`config.mk`:
```
export PLATFORM = sky130hd
export DESIGN_NAME = ctrl_conv_stride_output_flat
export DESIGN_NICKNAME = d
export VERILOG_FILES = /design/src/rtl/ctrl_conv_stride_output_if.sv /design/src/rtl/ctrl_conv_stride_output.sv /design/src/flat_wrapper.sv
export SDC_FILE = /design/constraint.sdc
export NUM_CORES = 1
export LEC_CHECK = 0
export ABC_AREA = 1
export CAP_MARGIN = 10
export CORE_MARGIN = 3
export CORE_UTILIZATION = 25
export DETAILED_ROUTE_END_ITERATION = 10
export HOLD_SLACK_MARGIN = 0.02
export MAX_ROUTING_LAYER = met4
export SYNTH_ARGS = -nofsm -noshare
export SYNTH_HDL_FRONTEND = slang
export SYNTH_SLANG_ARGS = --single-unit
```
`constraint.sdc`:
```
create_clock -name clk -period 2.05 [get_ports clk]
set_input_delay 0.3075 -clock clk [delete_from_list [all_inputs] [get_ports clk]]
set_output_delay 0.3075 -clock clk [all_outputs]
set_load 0.005 [all_outputs]
```
`src/rtl/ctrl_conv_stride_output_if.sv`:
```
// rtl/ctrl_conv_stride_output_if.sv - control and output handshake bundle for the strided convolution sequencer
interface ctrl_conv_stride_output_if #(
  parameter int X_MEM_ADDR_WIDTH = 3,
  parameter int CH_WIDTH         = 1
);
  logic                        conv_start;
  logic                        m_ready_y;
  logic [X_MEM_ADDR_WIDTH-1:0] load_xaddr_val;
  logic [CH_WIDTH-1:0]         ch_sel;
  logic                        mac_clear;
  logic                        m_valid_y;
  logic                        conv_done;

  modport master (
    input  conv_start,
    input  m_ready_y,
    output load_xaddr_val,
    output ch_sel,
    output mac_clear,
    output m_valid_y,
    output conv_done
  );

  modport slave (
    output conv_start,
    output m_ready_y,
    input  load_xaddr_val,
    input  ch_sel,
    input  mac_clear,
    input  m_valid_y,
    input  conv_done
  );
endinterface

```
`src/rtl/ctrl_conv_stride_output.sv`:
```
// rtl/ctrl_conv_stride_output.sv - sequences X addresses and channels for a strided multi-filter convolution
module ctrl_conv_stride_output #(
  parameter int X_MEM_SIZE       = 8,
  parameter int F_MEM_SIZE       = 4,
  parameter int X_MEM_ADDR_WIDTH = 3,
  parameter int STRIDE           = 1,
  parameter int NUM_CH           = 1,
  parameter int CH_WIDTH         = 1,
  parameter int MAC_LATENCY      = 4
) (
  input logic                        clk,
  input logic                        reset,
  ctrl_conv_stride_output_if.master  bus
);

  localparam int NPOS  = (X_MEM_SIZE - F_MEM_SIZE) / STRIDE + 1;
  localparam int CNT_W = (MAC_LATENCY > 1) ? $clog2(MAC_LATENCY) : 1;

  localparam logic [X_MEM_ADDR_WIDTH-1:0] LAST_ADDR = X_MEM_ADDR_WIDTH'((NPOS - 1) * STRIDE);
  localparam logic [X_MEM_ADDR_WIDTH-1:0] ADDR_STEP = X_MEM_ADDR_WIDTH'(STRIDE);
  localparam logic [CH_WIDTH-1:0]         LAST_CH   = CH_WIDTH'(NUM_CH - 1);
  localparam logic [CNT_W-1:0]            CNT_INIT  = CNT_W'(MAC_LATENCY - 1);

  typedef enum logic [2:0] {
    S_IDLE,
    S_LOAD,
    S_COMPUTE,
    S_VALID,
    S_DONE
  } state_t;

  state_t                        state, state_n;
  logic                          start_d;
  logic [CNT_W-1:0]              cnt, cnt_n;
  logic [X_MEM_ADDR_WIDTH-1:0]   addr, addr_n;
  logic [CH_WIDTH-1:0]           ch, ch_n;
  logic                          mac_clear_q;
  logic                          valid_q;
  logic                          done_q;

  logic start_rise;
  logic last_out;

  assign start_rise = bus.conv_start && !start_d;
  assign last_out   = (ch == LAST_CH) && (addr == LAST_ADDR);

  assign bus.load_xaddr_val = addr;
  assign bus.ch_sel         = ch;
  assign bus.mac_clear      = mac_clear_q;
  assign bus.m_valid_y      = valid_q;
  assign bus.conv_done      = done_q;

  // State, position/channel counters and the registered strobes derived from the next state.
  always_ff @(posedge clk or posedge reset) begin
    if (reset) begin
      state       <= S_IDLE;
      start_d     <= 1'b0;
      cnt         <= '0;
      addr        <= '0;
      ch          <= '0;
      mac_clear_q <= 1'b0;
      valid_q     <= 1'b0;
      done_q      <= 1'b0;
    end else begin
      state       <= state_n;
      start_d     <= bus.conv_start;
      cnt         <= cnt_n;
      addr        <= addr_n;
      ch          <= ch_n;
      mac_clear_q <= (state_n == S_LOAD);
      valid_q     <= (state_n == S_VALID);
      done_q      <= (state_n == S_DONE);
    end
  end

  // Next-state logic: position is the outer loop, channel the inner loop; dropping conv_start aborts a run.
  always_comb begin
    state_n = state;
    cnt_n   = cnt;
    addr_n  = addr;
    ch_n    = ch;
    case (state)
      S_IDLE: begin
        if (start_rise) begin
          state_n = S_LOAD;
          addr_n  = '0;
          ch_n    = '0;
        end
      end
      S_LOAD: begin
        if (!bus.conv_start) begin
          state_n = S_IDLE;
          cnt_n   = '0;
          addr_n  = '0;
          ch_n    = '0;
        end else begin
          state_n = S_COMPUTE;
          cnt_n   = CNT_INIT;
        end
      end
      S_COMPUTE: begin
        if (!bus.conv_start) begin
          state_n = S_IDLE;
          cnt_n   = '0;
          addr_n  = '0;
          ch_n    = '0;
        end else if (cnt == '0) begin
          state_n = S_VALID;
        end else begin
          cnt_n = cnt - 1'b1;
        end
      end
      S_VALID: begin
        if (!bus.conv_start) begin
          state_n = S_IDLE;
          cnt_n   = '0;
          addr_n  = '0;
          ch_n    = '0;
        end else if (bus.m_ready_y) begin
          if (last_out) begin
            state_n = S_DONE;
            addr_n  = '0;
            ch_n    = '0;
          end else begin
            state_n = S_LOAD;
            if (ch != LAST_CH) begin
              ch_n = ch + 1'b1;
            end else begin
              ch_n   = '0;
              addr_n = addr + ADDR_STEP;
            end
          end
        end
      end
      S_DONE: begin
        state_n = S_IDLE;
        cnt_n   = '0;
        addr_n  = '0;
        ch_n    = '0;
      end
      default: begin
        state_n = S_IDLE;
        cnt_n   = '0;
        addr_n  = '0;
        ch_n    = '0;
      end
    endcase
  end

endmodule

```
`src/flat_wrapper.sv`:
```
// flat-port wrapper written by rule: the top's interface ports become plain ports
module ctrl_conv_stride_output_flat 
#(
  parameter int X_MEM_SIZE       = 8,
  parameter int F_MEM_SIZE       = 4,
  parameter int X_MEM_ADDR_WIDTH = 3,
  parameter int STRIDE           = 1,
  parameter int NUM_CH           = 1,
  parameter int CH_WIDTH         = 1,
  parameter int MAC_LATENCY      = 4
)
  (clk, reset, bus_conv_start, bus_m_ready_y, bus_load_xaddr_val, bus_ch_sel, bus_mac_clear, bus_m_valid_y, bus_conv_done);
  ctrl_conv_stride_output_if #(.X_MEM_ADDR_WIDTH(X_MEM_ADDR_WIDTH), .CH_WIDTH(CH_WIDTH)) bus_i ();
  input logic clk;
  input logic reset;
  input wire logic [$bits(bus_i.conv_start)-1:0] bus_conv_start;
  input wire logic [$bits(bus_i.m_ready_y)-1:0] bus_m_ready_y;
  output wire logic [$bits(bus_i.load_xaddr_val)-1:0] bus_load_xaddr_val;
  output wire logic [$bits(bus_i.ch_sel)-1:0] bus_ch_sel;
  output wire logic [$bits(bus_i.mac_clear)-1:0] bus_mac_clear;
  output wire logic [$bits(bus_i.m_valid_y)-1:0] bus_m_valid_y;
  output wire logic [$bits(bus_i.conv_done)-1:0] bus_conv_done;
  assign bus_i.conv_start = bus_conv_start;
  assign bus_i.m_ready_y = bus_m_ready_y;
  assign bus_load_xaddr_val = bus_i.load_xaddr_val;
  assign bus_ch_sel = bus_i.ch_sel;
  assign bus_mac_clear = bus_i.mac_clear;
  assign bus_m_valid_y = bus_i.m_valid_y;
  assign bus_conv_done = bus_i.conv_done;
  ctrl_conv_stride_output #(.X_MEM_SIZE(X_MEM_SIZE), .F_MEM_SIZE(F_MEM_SIZE), .X_MEM_ADDR_WIDTH(X_MEM_ADDR_WIDTH), .STRIDE(STRIDE), .NUM_CH(NUM_CH), .CH_WIDTH(CH_WIDTH), .MAC_LATENCY(MAC_LATENCY)) u_core (.clk(clk), .reset(reset), .bus(bus_i));
endmodule
```
==> results.sh <==
export IMPL_clkPwrFrac_pct=18.1
export IMPL_clk_insertion_delay_late_ps=270
export IMPL_h_tree_depth=1
export IMPL_path_buf_inv=1
export IMPL_cts_made_buffers=3
export IMPL_async_reset_ff_share_pct=100
export IMPL_fin_skew_ps=3.90
export IMPL_p_switching_w=0.000315
export IMPL_critical_path_class="reg2out"
export IMPL_crit_path_top_delay_cell="clkdlybuf4s50_1"
export IMPL_core_area_um2=2590
export IMPL_clock_sinks=12
export IMPL_grt_max_degree=13
export IMPL_io_pins=11
export IMPL_syn_to_final_growth_pct=20.1
export IMPL_power_share_combinational_pct=40.5
export IMPL_ir_drop_mv=0.513
export IMPL_path_cells="clkdlybuf4s50_1"
export IMPL_syn_cell_area_um2=709
export IMPL_track_usage_pct=9.42
export IMPL_antenna_cells=0
export IMPL_dr_pass1_iters=4
export IMPL_post_synth_top_area_cell="dfrtp_1"
export IMPL_crit_required_ps=1740
export IMPL_synth_top_area_share_pct=42.3
export IMPL_synth_avg_cell_area_um2=7.24
export IMPL_pwr_share_seq_pct=41.4
export IMPL_drc=0
export IMPL_cts_max_path_buffers=2
export IMPL_p_sw_share_pct=40.0
export IMPL_post_drt_wl_per_cell_um=10.2
export IMPL_yosys_most_used_dff="dfrtp_1"
export IMPL_cap_violations=0
export IMPL_cts_root_buf="clkbuf_4"
export IMPL_hpwlAfterDp_um=1110
export IMPL_cp_max_fo=5
export IMPL_rsz0062_at_grt="false"
export IMPL_reg2reg_depth=9
export IMPL_ff2ff_setup_slack_ps=740
export IMPL_die_area_um2=3510
export IMPL_crit_arrival_ps=1230
export IMPL_path_clk_slew_ps=70
export IMPL_grt_pass1_vias=556
export IMPL_ctsHoldBuffers=0
export IMPL_finalSetupTns_ps=0
export IMPL_end_kind="output pin"
export IMPL_status="completed"
export IMPL_antenna_found_initial=0
export IMPL_drive_above_1_share_pct=15.6
export IMPL_setup_viol=0
export IMPL_chipWidth_um=59.3
export IMPL_total_power_w=0.000787
export IMPL_hold_class="in2async"
export IMPL_cts_tree="yes"
export IMPL_start_util_pct=27.4
export IMPL_grt_pass1_wl_um=2370
export IMPL_p_leak_nw=0.479
export IMPL_period_minus_slack_ps=1540
export IMPL_worst_setup_path_start_kind="flip-flop"
export IMPL_power_density_nw_per_um2=923
export IMPL_vias_per_cell=4.39
export IMPL_layout_nets=118
export IMPL_fmax_mhz=651
export IMPL_grt_overflow_total=0
export IMPL_synth_seq_cells=12
export IMPL_wirelength_um=1420
export IMPL_post_cts_resize_count=0
export IMPL_synth_most_common_cell="nand2_1"
export IMPL_post_cts_buffers=0
export IMPL_drt_antenna_violating_nets=0
export IMPL_synth_edf_count=0
export IMPL_finalHoldViolCount=0
export IMPL_place_congestion=0.840
export IMPL_netlist_cell_type_count=18
export IMPL_r2r_end="u_core.bus.mac_clear"
export IMPL_dieHeight_um=59.3
export IMPL_p_int_w=0.000472
export IMPL_synth_seq_area_share_pct=42.3
export IMPL_yosys_top_cells_area="dfrtp_1 42%, nand2_1 16%, inv_1 9.0%"
export IMPL_io_buffers=9
export IMPL_synth_fp_nets=105
export IMPL_cpPeakStageDelay_ps=530
export IMPL_path_delay_family="buffers and inverters"
export IMPL_slew_viol_final=0
export IMPL_rows=18
export IMPL_drtIter0Drc=21
export IMPL_r2r_start="u_core.bus.load_xaddr_val[0]"
export IMPL_synthTopCellsByCount="30 x nand2_1, 17 x inv_1, 12 x dfrtp_1"
export IMPL_finalCritPeriodShare_pct=74.9
export IMPL_synthCells=98
export IMPL_via_count=610
export IMPL_ys_warn_count=0
## flip-flops by register name, indices dropped and copies added (netlist names)
| register | cells |
|---|---|
| u_core.bus.m_valid_y | 1 |
| u_core.bus.mac_clear | 1 |
| u_core.bus.conv_done | 1 |
| u_core.start_d | 1 |
| u_core.bus.load_xaddr_val | 3 |
| u_core.cnt | 2 |
| u_core.state | 3 |
## layer usage
metal	wire length [um]	track usage, %	vias up	share of wire, %
li1	-	-	314	-
met1	704	11.0	282	50
met2	630	14.8	14	44
met3	81	4.36	0	5.7
met4	0	1.94	0	0
met5	0	-	-	0
## cell usage in the layout, fill, tap and decap left out, types with 3 or more instances in the layout
master	Yosys	routed
nand2_2	4	4
nor2_2	3	3
inv_1	17	17
dfrtp_1	12	12
nand3_1	4	4
nand2_1	30	30
inv_2	3	3
nor2_1	10	10
ha_1	3	3
clkbuf_4	0	3
clkdlybuf4s50_1	0	9
## worst max-delay path by stage
stage,to,depth (start not counted),slack [ps],from
CTS,bus_load_xaddr_val[0],1,490,u_core.bus.load_xaddr_val[0]
global route,bus_load_xaddr_val[0],1,430,u_core.bus.load_xaddr_val[0]
detailed placement,u_core.bus.load_xaddr_val[1],8,440,bus_conv_start
finish,bus_load_xaddr_val[0],1,510,u_core.bus.load_xaddr_val[0]
floorplan,u_core.bus.mac_clear,9,900,u_core.bus.load_xaddr_val[0]
global placement,u_core.bus.load_xaddr_val[2],8,450,bus_conv_start
## power groups by stage
| stage | registers (W) | clock network [W] | logic, W |
|---|---|---|---|
| 2_1_floorplan | 0.000320 | 0 | 0.000236 |
| 3_3_place_gp | 0.000328 | 0 | 0.000310 |
| 3_5_place_dp | 0.000328 | 0 | 0.000318 |
| 4_1_cts | 0.000323 | 0.000152 | 0.000322 |
| 5_1_grt | 0.000331 | 0.000167 | 0.000362 |
| 6_report | 0.000325 | 0.000143 | 0.000319 |
## cells by family (layout without fill, tap and decap cells)
kind of cell | count (synthesis) | after routing | share of synthesized area, %
fa+ha+maj | 3 | 3 | 5.29
buf+inv | 22 | 33 | 12.5
other cells | 1 | 1 | 0.529
compound gates | 2 | 2 | 1.41
simple gates | 58 | 58 | 37.9
flops | 12 | 12 | 42.3
## layout make-up
class,count,area [um^2]
clock buffer,3,22.5
fill,273,1740
inverter,21,81.3
multi-input combinational,64,320
sequential,12,300
tap,30,37.5
timing repair buffer,9,90.1
## metrics by stage
step	util [%]	hold WS [ps]	instance area, um^2	setup WS [ps]	instances
after floorplan	-	172	709	900	98
after CTS	32.9	354	852	487	139
after global placement	32.0	466	830	445	136
after global routing	32.9	392	852	435	139
after detailed placement	32.0	476	830	440	136
final	32.9	343	852	515	139
No activity file was read; power rests on OpenSTA's default activity.
